### src/rtl/branch_pkg.sv
// Shared types and constants for the BTB-based branch predictor.
package branch_pkg;

  typedef enum logic {
    PC = 1'b0,
    RD = 1'b1
  } addr_mode_t;

  typedef logic [1:0] ctr2_t;

  localparam ctr2_t CTR_WEAK_T = 2'b10;
  localparam ctr2_t CTR_RESET  = 2'b01;

  // Resettable part of an entry; tag and target live in separate unreset arrays.
  typedef struct packed {
    logic  valid;
    ctr2_t ctr;
  } btb_entry_t;

endpackage

### src/rtl/branch_predict_btb_if.sv
// Fetch lookup, execute resolve/train and status signals of the predictor.
interface branch_predict_btb_if #(
  parameter int WordSize = 32
);
  import branch_pkg::*;

  logic [WordSize-1:0] fetch_pc;
  logic                pred_taken;
  logic [WordSize-1:0] pred_npc;

  logic                ex_valid;
  logic [WordSize-1:0] ex_pc;
  addr_mode_t          ex_addr_mode;
  logic [WordSize-1:0] ex_imm;
  logic [WordSize-1:0] ex_rs1d;
  logic                ex_taken;
  logic                ex_pred_taken;
  logic [WordSize-1:0] ex_pred_npc;
  logic [WordSize-1:0] branch_addr;
  logic [WordSize-1:0] ex_npc;

  logic                btb_flush;
  logic                redirect_valid;
  logic [WordSize-1:0] redirect_pc;
  logic [WordSize-1:0] branch_count;
  logic [WordSize-1:0] mispredict_count;

  modport slave (
    input  fetch_pc, ex_valid, ex_pc, ex_addr_mode, ex_imm, ex_rs1d,
           ex_taken, ex_pred_taken, ex_pred_npc, btb_flush,
    output pred_taken, pred_npc, branch_addr, ex_npc,
           redirect_valid, redirect_pc, branch_count, mispredict_count
  );

  modport master (
    output fetch_pc, ex_valid, ex_pc, ex_addr_mode, ex_imm, ex_rs1d,
           ex_taken, ex_pred_taken, ex_pred_npc, btb_flush,
    input  pred_taken, pred_npc, branch_addr, ex_npc,
           redirect_valid, redirect_pc, branch_count, mispredict_count
  );

endinterface

### src/rtl/sat_ctr2.sv
// 2-bit saturating counter step: increment when inc_i, else decrement.
module sat_ctr2
  import branch_pkg::*;
(
  input  ctr2_t ctr_i,
  input  logic  inc_i,
  output ctr2_t ctr_o
);

  always_comb begin
    ctr_o = ctr_i;
    if (inc_i) begin
      if (ctr_i != 2'b11) ctr_o = ctr_i + 2'b01;
    end else begin
      if (ctr_i != 2'b00) ctr_o = ctr_i - 2'b01;
    end
  end

endmodule

### src/rtl/branch_predict_btb.sv
// Direct-mapped BTB with 2-bit direction counters: IF-stage lookup,
// EX-stage target resolve, mispredict redirect and table training.
module branch_predict_btb
  import branch_pkg::*;
#(
  parameter  int WordSize = 32,
  parameter  int Entries  = 16,
  localparam int IdxBits  = $clog2(Entries),
  localparam int TagBits  = WordSize - IdxBits - 2
) (
  input logic                  clk,
  input logic                  rstn,
  branch_predict_btb_if.slave  bus
);

  btb_entry_t          ent_q [Entries];
  btb_entry_t          ent_d [Entries];
  logic [TagBits-1:0]  tag_q [Entries];
  logic [TagBits-1:0]  tag_d [Entries];
  logic [WordSize-1:0] tgt_q [Entries];
  logic [WordSize-1:0] tgt_d [Entries];

  logic                redirect_valid_q, redirect_valid_d;
  logic [WordSize-1:0] redirect_pc_q, redirect_pc_d;
  logic [WordSize-1:0] branch_count_q, branch_count_d;
  logic [WordSize-1:0] mispredict_count_q, mispredict_count_d;

  // ---------------- fetch-side lookup ----------------
  logic [IdxBits-1:0] f_idx;
  logic [TagBits-1:0] f_tag;
  logic               f_hit;

  assign f_idx = bus.fetch_pc[IdxBits+1:2];
  assign f_tag = bus.fetch_pc[WordSize-1:IdxBits+2];
  assign f_hit = ent_q[f_idx].valid && (tag_q[f_idx] == f_tag);

  assign bus.pred_taken = f_hit && ent_q[f_idx].ctr[1];
  assign bus.pred_npc   = bus.pred_taken ? tgt_q[f_idx] : bus.fetch_pc + WordSize'(4);

  // ---------------- execute-side resolve ----------------
  logic [WordSize-1:0] pc_sum, rd_sum, branch_addr, ex_npc;
  logic                mispredict;

  assign pc_sum      = bus.ex_pc + bus.ex_imm;
  assign rd_sum      = bus.ex_rs1d + bus.ex_imm;
  assign branch_addr = (bus.ex_addr_mode == RD) ? {rd_sum[WordSize-1:1], 1'b0} : pc_sum;
  assign ex_npc      = bus.ex_taken ? branch_addr : bus.ex_pc + WordSize'(4);
  // Comparing full next-PCs catches both wrong direction and wrong target.
  assign mispredict  = bus.ex_valid && (bus.ex_pred_npc != ex_npc);

  assign bus.branch_addr = branch_addr;
  assign bus.ex_npc      = ex_npc;

  // ---------------- training ----------------
  logic [IdxBits-1:0] e_idx;
  logic [TagBits-1:0] e_tag;
  logic               e_hit;
  ctr2_t              ctr_upd;

  assign e_idx = bus.ex_pc[IdxBits+1:2];
  assign e_tag = bus.ex_pc[WordSize-1:IdxBits+2];
  assign e_hit = ent_q[e_idx].valid && (tag_q[e_idx] == e_tag);

  sat_ctr2 u_sat_ctr2 (
    .ctr_i (ent_q[e_idx].ctr),
    .inc_i (bus.ex_taken),
    .ctr_o (ctr_upd)
  );

  always_comb begin
    ent_d = ent_q;
    tag_d = tag_q;
    tgt_d = tgt_q;
    if (bus.ex_valid) begin
      if (bus.ex_taken) begin
        tgt_d[e_idx] = branch_addr;
        if (e_hit) begin
          ent_d[e_idx].ctr = ctr_upd;
        end else begin
          ent_d[e_idx].valid = 1'b1;
          ent_d[e_idx].ctr   = CTR_WEAK_T;
          tag_d[e_idx]       = e_tag;
        end
      end else if (e_hit) begin
        ent_d[e_idx].ctr = ctr_upd;
      end
    end
    // Flush wins over training: a same-cycle allocation is left invalid.
    if (bus.btb_flush) begin
      for (int i = 0; i < Entries; i++) ent_d[i].valid = 1'b0;
    end
  end

  always_ff @(posedge clk or negedge rstn) begin
    if (!rstn) begin
      for (int i = 0; i < Entries; i++) begin
        ent_q[i].valid <= 1'b0;
        ent_q[i].ctr   <= CTR_RESET;
      end
    end else begin
      ent_q <= ent_d;
    end
  end

  always_ff @(posedge clk) begin
    tag_q <= tag_d;
    tgt_q <= tgt_d;
  end

  // ---------------- redirect and statistics ----------------
  always_comb begin
    redirect_valid_d   = mispredict;
    redirect_pc_d      = mispredict ? ex_npc : redirect_pc_q;
    branch_count_d     = branch_count_q + (bus.ex_valid ? WordSize'(1) : WordSize'(0));
    mispredict_count_d = mispredict_count_q + (mispredict ? WordSize'(1) : WordSize'(0));
  end

  always_ff @(posedge clk or negedge rstn) begin
    if (!rstn) begin
      redirect_valid_q   <= 1'b0;
      redirect_pc_q      <= '0;
      branch_count_q     <= '0;
      mispredict_count_q <= '0;
    end else begin
      redirect_valid_q   <= redirect_valid_d;
      redirect_pc_q      <= redirect_pc_d;
      branch_count_q     <= branch_count_d;
      mispredict_count_q <= mispredict_count_d;
    end
  end

  assign bus.redirect_valid   = redirect_valid_q;
  assign bus.redirect_pc      = redirect_pc_q;
  assign bus.branch_count     = branch_count_q;
  assign bus.mispredict_count = mispredict_count_q;

  // The carried direction bit is implied by ex_pred_npc; rd_sum[0] is masked off.
  logic unused_ok;
  assign unused_ok = ^{bus.ex_pred_taken, rd_sum[0]};

endmodule

### src/flat_wrapper.sv
// flat-port wrapper written by rule: the top's interface ports become plain ports
module branch_predict_btb_flat import branch_pkg::*;
#(
  parameter  int WordSize = 32,
  parameter  int Entries  = 16,
  localparam int IdxBits  = $clog2(Entries),
  localparam int TagBits  = WordSize - IdxBits - 2
)
  (clk, rstn, bus_fetch_pc, bus_ex_valid, bus_ex_pc, bus_ex_addr_mode, bus_ex_imm, bus_ex_rs1d, bus_ex_taken, bus_ex_pred_taken, bus_ex_pred_npc, bus_btb_flush, bus_pred_taken, bus_pred_npc, bus_branch_addr, bus_ex_npc, bus_redirect_valid, bus_redirect_pc, bus_branch_count, bus_mispredict_count);
  branch_predict_btb_if #(.WordSize(WordSize)) bus_i ();
  input logic clk;
  input logic rstn;
  input wire logic [$bits(bus_i.fetch_pc)-1:0] bus_fetch_pc;
  input wire logic [$bits(bus_i.ex_valid)-1:0] bus_ex_valid;
  input wire logic [$bits(bus_i.ex_pc)-1:0] bus_ex_pc;
  input wire logic [$bits(bus_i.ex_addr_mode)-1:0] bus_ex_addr_mode;
  input wire logic [$bits(bus_i.ex_imm)-1:0] bus_ex_imm;
  input wire logic [$bits(bus_i.ex_rs1d)-1:0] bus_ex_rs1d;
  input wire logic [$bits(bus_i.ex_taken)-1:0] bus_ex_taken;
  input wire logic [$bits(bus_i.ex_pred_taken)-1:0] bus_ex_pred_taken;
  input wire logic [$bits(bus_i.ex_pred_npc)-1:0] bus_ex_pred_npc;
  input wire logic [$bits(bus_i.btb_flush)-1:0] bus_btb_flush;
  output wire logic [$bits(bus_i.pred_taken)-1:0] bus_pred_taken;
  output wire logic [$bits(bus_i.pred_npc)-1:0] bus_pred_npc;
  output wire logic [$bits(bus_i.branch_addr)-1:0] bus_branch_addr;
  output wire logic [$bits(bus_i.ex_npc)-1:0] bus_ex_npc;
  output wire logic [$bits(bus_i.redirect_valid)-1:0] bus_redirect_valid;
  output wire logic [$bits(bus_i.redirect_pc)-1:0] bus_redirect_pc;
  output wire logic [$bits(bus_i.branch_count)-1:0] bus_branch_count;
  output wire logic [$bits(bus_i.mispredict_count)-1:0] bus_mispredict_count;
  assign bus_i.fetch_pc = bus_fetch_pc;
  assign bus_i.ex_valid = bus_ex_valid;
  assign bus_i.ex_pc = bus_ex_pc;
  assign bus_i.ex_addr_mode = bus_ex_addr_mode;
  assign bus_i.ex_imm = bus_ex_imm;
  assign bus_i.ex_rs1d = bus_ex_rs1d;
  assign bus_i.ex_taken = bus_ex_taken;
  assign bus_i.ex_pred_taken = bus_ex_pred_taken;
  assign bus_i.ex_pred_npc = bus_ex_pred_npc;
  assign bus_i.btb_flush = bus_btb_flush;
  assign bus_pred_taken = bus_i.pred_taken;
  assign bus_pred_npc = bus_i.pred_npc;
  assign bus_branch_addr = bus_i.branch_addr;
  assign bus_ex_npc = bus_i.ex_npc;
  assign bus_redirect_valid = bus_i.redirect_valid;
  assign bus_redirect_pc = bus_i.redirect_pc;
  assign bus_branch_count = bus_i.branch_count;
  assign bus_mispredict_count = bus_i.mispredict_count;
  branch_predict_btb #(.WordSize(WordSize), .Entries(Entries)) u_core (.clk(clk), .rstn(rstn), .bus(bus_i));
endmodule
### config.mk
export PLATFORM = sky130hd
export DESIGN_NAME = branch_predict_btb_flat
export DESIGN_NICKNAME = d
export VERILOG_FILES = /design/src/rtl/branch_pkg.sv /design/src/rtl/branch_predict_btb_if.sv /design/src/rtl/sat_ctr2.sv /design/src/rtl/branch_predict_btb.sv /design/src/flat_wrapper.sv
export SDC_FILE = /design/constraint.sdc
export NUM_CORES = 2
export LEC_CHECK = 0
export ABC_AREA = 1
export CORE_MARGIN = 10
export CORE_UTILIZATION = 40
export CTS_CLUSTER_DIAMETER = 40
export DETAILED_ROUTE_END_ITERATION = 7
export DONT_BUFFER_PORTS = 1
export SYNTH_ARGS = -nofsm -noshare
export SYNTH_HDL_FRONTEND = slang
export SYNTH_SLANG_ARGS = --single-unit
### constraint.sdc
create_clock -name clk -period 5.9 [get_ports clk]
set_clock_uncertainty 0.15 [all_clocks]
set_input_delay 1.475 -clock clk [delete_from_list [all_inputs] [get_ports clk]]
set_output_delay 1.475 -clock clk [all_outputs]
set_load 0.01 [all_outputs]
== After elaboration in Yosys (flattened, before gate mapping) ==
Cells that the tools add are included.
W data, S select, Z words.
Storage, ports and cells
  output and inout port bits: 194
  bits of input ports: 167
  register bits after elaboration: 1073
Cells by class
  $add $sub $neg: 8
  order comparisons: 3
  reduce and logical (&&, ||, !) cells: 13
  equal/unequal tests: 4
  bitwise gates (word level): 3
  multiplexer cells: 56
Operators with widths (number)
  $bwmux W512: 1
  $bwmux W416: 1
  $bmux W26 S4: 2
  $mux W32: 6
  $mux W48: 4
  $bwmux W48: 3
  $mux W26: 5
  $add A32 B32 Y32: 4
  $bmux W32 S4: 1
  $demux W32 S4: 1
  $demux W26 S4: 1
  $add A32 B3 Y32 const B: 2
  $eq A26 B26 Y1: 2
  $ne A32 B32 Y1: 1
  $bmux W3 S4: 2
  $demux W3 S4: 2
  $mux W1: 18
  $mux W3: 5
  $ge A5 B5 Y1 const B: 2
  $not A4 Y5: 2
  $mux W2: 4
  $reduce_and A2 Y1: 3
  $reduce_bool A2 Y1: 3
  $logic_and A1 B1 Y1: 5
  7 further kinds: 7

== Logic depth before layout (Yosys ltp) ==
  word-level depth: 12
  gate-level depth with buffers: 38
  depth with buffers taken out: 37

== Cells and area by module ==
A second synthesis with hierarchy kept.
Second synthesis, totals
  cell total of the unflattened synthesis: 6296
  area, all modules: 56145.1 um2
Modules (own cells, without submodules)
  branch_predict_btb: area an instance 56120.1 um2, cells an instance 6290, sequential area each 31515.2 um2, instances 1
  sat_ctr2: area an instance 25.0 um2, cells an instance 6, sequential area each 0.0 um2, instances 1

== Least setup slack after synthesis ==
No wires, ideal clock.
  path type: input-to-reg
  start: input port bus_ex_imm[0]
  end: register u_core.mispredict_count_q[31] (netlist: u_core.bus.mispredict_count[31])
  slack: -0.741 ns
  setup time: 0.124 ns
  stages: 29
  data arrival time: 6.366 ns
  path through: ha_1 fa_1 nand3_1 nand4_1 nand3_1 a21boi_0 nand2_1 nand2_1 xor2_1 nor2_1 nand3_1 nor3_1 nand3_2 nand2_2 buf_6 inv_1 ha_1 nand3_1 inv_1 nand4_1 nor4_1 nand3_1 nor2_1 nand4_1 nor2_1 nand4_1 nor2_1 nand3_1 xnor2_1
Between the ends
  cells in the longest elaborated chain, start to end: 7
  elaborated cells on any way between the ends: 8
  those cells by class: add/sub (3); eq/ne (1); mux (3); reduce/logical (1)
Ends and longest elaborated chain
  from (decl): line flat_wrapper.sv:17  | input wire logic [$bits(bus_i.ex_imm)-1:0] bus_ex_imm;
  $add A32 B32 Y32 (on tied branches): line branch_predict_btb.sv:44, branch_predict_btb.sv:45
  $mux W32 (*): line branch_predict_btb.sv:46  | assign branch_addr = (bus.ex_addr_mode == RD) ? {rd_sum[WordSize-1:1], 1'b0} : pc_sum;
  via bus_branch_addr[4]: line flat_wrapper.sv:25  | output wire logic [$bits(bus_i.branch_addr)-1:0] bus_branch_addr;
  $mux W32 (*): line branch_predict_btb.sv:47  | assign ex_npc = bus.ex_taken ? branch_addr : bus.ex_pc + WordSize'(4);
  via bus_ex_npc[4]: line flat_wrapper.sv:26  | output wire logic [$bits(bus_i.ex_npc)-1:0] bus_ex_npc;
  $ne A32 B32 Y1 (*): line branch_predict_btb.sv:49  | assign mispredict = bus.ex_valid && (bus.ex_pred_npc != ex_npc);
  $logic_and A1 B1 Y1 (*): line branch_predict_btb.sv:49
  via u_core.mispredict: line branch_predict_btb.sv:42  | logic mispredict;
  $mux W1 (*): line branch_predict_btb.sv:115  | mispredict_count_d = mispredict_count_q + (mispredict ? WordSize'(1) : WordSize'(0));
  $add A32 B32 Y32 (*): line branch_predict_btb.sv:115
  via u_core.mispredict_count_d[31]: line branch_predict_btb.sv:26  | logic [WordSize-1:0] mispredict_count_q, mispredict_count_d;
  to (signal assigned): line branch_predict_btb.sv:128  | mispredict_count_q <= mispredict_count_d;
  to (decl): line branch_predict_btb.sv:26
Mark *: on every way through the listed nets, which the timed path passes. The rest lies on a longest branch.
A chain may end at the register's enable or synchronous reset.

== Worst setup path after layout ==
  start: input port bus_fetch_pc[2]
  end: output port bus_pred_npc[31]
Between the ends
  cells in the longest elaborated chain, start to end: 8
  elaborated cells on any way between the ends: 15
  those cells by class: add/sub (1); eq/ne (1); mux (10); bitwise (1); reduce/logical (2)
Ends and longest elaborated chain
  from (decl): line flat_wrapper.sv:13  | input wire logic [$bits(bus_i.fetch_pc)-1:0] bus_fetch_pc;
  $not A4 Y5 (not written as such): line branch_predict_btb.sv:35, branch_predict_btb.sv:37, branch_predict_btb.sv:38
  $bmux W26 S4: line branch_predict_btb.sv:35  | assign f_hit = ent_q[f_idx].valid && (tag_q[f_idx] == f_tag);
  $mux W26 (not written as such) (2 in a row): line branch_predict_btb.sv:35
  $eq A26 B26 Y1: line branch_predict_btb.sv:35
  $logic_and A1 B1 Y1: line branch_predict_btb.sv:35
  $logic_and A1 B1 Y1: line branch_predict_btb.sv:37  | assign bus.pred_taken = f_hit && ent_q[f_idx].ctr[1];
  $mux W32 (*): line branch_predict_btb.sv:38  | assign bus.pred_npc = bus.pred_taken ? tgt_q[f_idx] : bus.fetch_pc + WordSize'(4);
  to (decl): line flat_wrapper.sv:24  | output wire logic [$bits(bus_i.pred_npc)-1:0] bus_pred_npc;
Every way passes the cells marked *; elsewhere a longest branch is shown, timed or not. The select of a mux whose other input is x is not followed.

==> reports/results.tsv <==
metric	value	unit
grt_overflow	0	
critPathLaunchType	primary input	
netlist_top_cells_area	edfxtp_1 (50%), nand2_1 (9.2%), o21ai_0 (7.0%)	
ctsHoldBuffers	0	
dieArea	156000	um^2
worstSetupEndpointType	primary output	
ys.warnings.count	0	
cts_tree	done	
hold_violations	0	
io_pins	361	
worstPathArrival	5.42	ns
wire_per_inst	24.0	um
cp_max_fo	608	
htree_num_levels	4	
synth_top_cells_by_count	nand2_1 (1377), edfxtp_1 (928), o21ai_0 (789)	
slew_viol_final	390	
multi_input_area	21700	um^2
status	complete, but fails checks	
tns	-35.21	ns
cts_buffers	149	
grt_pass1_wl	297000	um
syn-num-nets	6538	
clkLatencyLatePin	0.79	ns
drt_first_pass_iters	6	
syn_area	56100	um^2
area_delta_synth_final	20.6	%
clock-sinks	1073	
synth_xor_area_share	1.97	%
min_path_type	in2async	
nFillCells	12865	
period_minus_slack	7.05	ns
final_core_util	48.5	%
synth_top_area_cell	edfxtp_1	
synth_cells	6299	
core	140000	um^2
root_buffer	clkbuf_16	
worstReg2RegStart	u_core.bus.branch_count[0]	
p_leak	27.5	nW
synth_seq_cells	1073	
die_w	395	um
synthMuxAreaShare	0.107	%
grt_setup_unrepaired	true	
fin_crit_sh	119	%
synthAdderAreaFrac	1.63	%
grt_pass1_vias	44752	
stdcell_area	67700	um^2
worstMarginPinSlew	2.32	ns
synth_top_area_share	49.7	%
nNetsFinal	6862	
drc	0	
initial_core_util	40.2	%
violations	slew limit, setup timing	
slew-limit-headroom	-54.6	%
die_h	395	um
grt_max_degree	609	
synthFlopType	edfxtp_1	
drtIter0Drc	5011	
path_class	in2out	
yosysUniqueCellTypes	55	
viasPerCell	5.57	
antenna_found_initial	8	
drv_cap	0	
irDropWorstVdd	0.203	mV
synth-edff-count	928	
drive_gt1_share	13.8	%
avgSynthCellArea	8.91	um^2
pwr_density_cell	307	nW/um^2
max_freq	142	MHz
synth_compound_area_share	13.8	%
setup_ws	-1.15	ns
placementRows	137	
grt.total_usage	25.4	%
ys_seq_area_share	56.2	%
reg2reg_depth	15	
async_flop_share	13.5	%
place.gp.congestion	0.978	
cts.path.max_buffers	3	
area.sequential	31500	um^2
synthSimpleGateAreaFrac	19.8	%
path_clk_slew	0.06	ns
wirelength	207000	um
synth_top_family_by_area	simple AND/OR/NAND/NOR gates	
dp_hpwl	136000	um
r2r-end	u_core.bus.branch_count[30]	
placed_area	61600	um^2
io_buffer_count	0	
setup_viol	33	
vias	48030	
yosysMostFrequentCell	nand2_1	
antenna_left	0	
required	4.28	ns
regToRegSetupSlack	2.58	ns
power.total	20.7	mW
worst max path at each step:
stage,start,end,slack (ns),cells past startpoint
after global placement,bus_ex_rs1d[0],u_core.bus.mispredict_count[31],-0.43,35
after floorplan,bus_ex_pc[2],u_core.tag_q[100],-0.25,12
after global routing,bus_fetch_pc[2],bus_pred_npc[31],-0.53,18
after detailed placement,bus_ex_rs1d[0],u_core.bus.mispredict_count[31],-0.42,35
after CTS,bus_fetch_pc[2],bus_pred_npc[31],0.01,17
final,bus_fetch_pc[2],bus_pred_npc[31],-1.15,17
power by group:
part	total, mW	switching (mW)	internal (mW)
combinational	2.63	1.70	0.928
sequential	8.78	0.197	8.59
clock	9.34	3.63	5.71
timing repair:
item,CTS,global route
resized for setup,8,159
endpoints found under the hold margin,0,0
gates cloned,1,6
pin swaps,0,24
buffers inserted,2,20
endpoints found under the setup margin,33,37
critical path: stages:
cell and delay [ns]:
o21ai_0 0.81, o21ai_0 0.20, a22o_1 0.28, buf_12 0.15
inv_1 0.09, nand2_1 0.06, nand2_1 0.10, nand4_1 0.08
nor2_1 0.11, nand2_1 0.07, nor2_2 0.12, nand2_4 0.13
buf_12 0.18, buf_8 0.13, o21ai_2 0.12, buf_6 0.12
buf_6 0.09
flip-flops by register name, summed over array words and instances (netlist names):
name / cells
u_core.bus.redirect_valid: 1
u_core.tag_q: 416
u_core.bus.redirect_pc: 32
u_core.bus.mispredict_count: 32
u_core.tgt_q: 512
u_core.ent_q: 48
u_core.bus.branch_count: 32
kinds of logic after synthesis:
kind of cell	Yosys count
AO/OA/AOI/OAI	1398
XOR/XNOR	126
adder cells (fa/ha/maj)	72
buffers and inverters	914
flip-flops	1073
multiplexers	6
AND/OR/NAND/NOR	2710
placed cells by master (no fill, tap or decap), types with 23 or more instances in the layout:
cell type  instances
clkbuf_16        156
a21oi_1          268
dfrtp_1          129
edfxtp_1         928
inv_1            572
nor2_4            38
o211ai_1          85
o221ai_1          39
buf_12            53
nor3_1            39
nand2_1         1338
nand3b_1          23
nand3_1          347
o21ai_1           70
xor2_1            87
nand4_1           76
xnor2_1           36
nor2_1           738
nand2_2           24
buf_4            414
o21ai_0          759
ha_1              68
o22ai_1           85
per-stage QoR:
step / cells / setup WS, ns / hold slack, ns
2_1_floorplan: 6299 / -0.249 / 0.291
3_3_place_gp: 8326 / -0.426 / 0.307
3_5_place_dp: 8326 / -0.418 / 0.311
4_1_cts: 8606 / 0.0130 / 0.198
5_1_grt: 8626 / -0.525 / 0.199
6_report: 8629 / -1.15 / 0.243
area by class of cell:
cell class | instances | area share [%]
Timing Repair Buffer | 496 | 6.81
Antenna cell | 4 | 0.0148
Clock buffer | 172 | 5.74
Clock inverter | 105 | 1.97
Tap cell | 1876 | 3.47
Timing Repair inverter | 1 | 0.0166
Multi-Input combinational cell | 4312 | 32.1
Inverter | 590 | 3.35
Sequential cell | 1073 | 46.6
routing by layer:
metal	global-route usage [%]	vias to the layer above	share of wire (%)
li1	-	22278	-
met1	34.1	23162	41
met2	39.2	2220	45
met3	6.71	360	10
met4	9.37	10	3.8
met5	0	-	0.035
No activity file was read; power rests on OpenSTA's default activity.
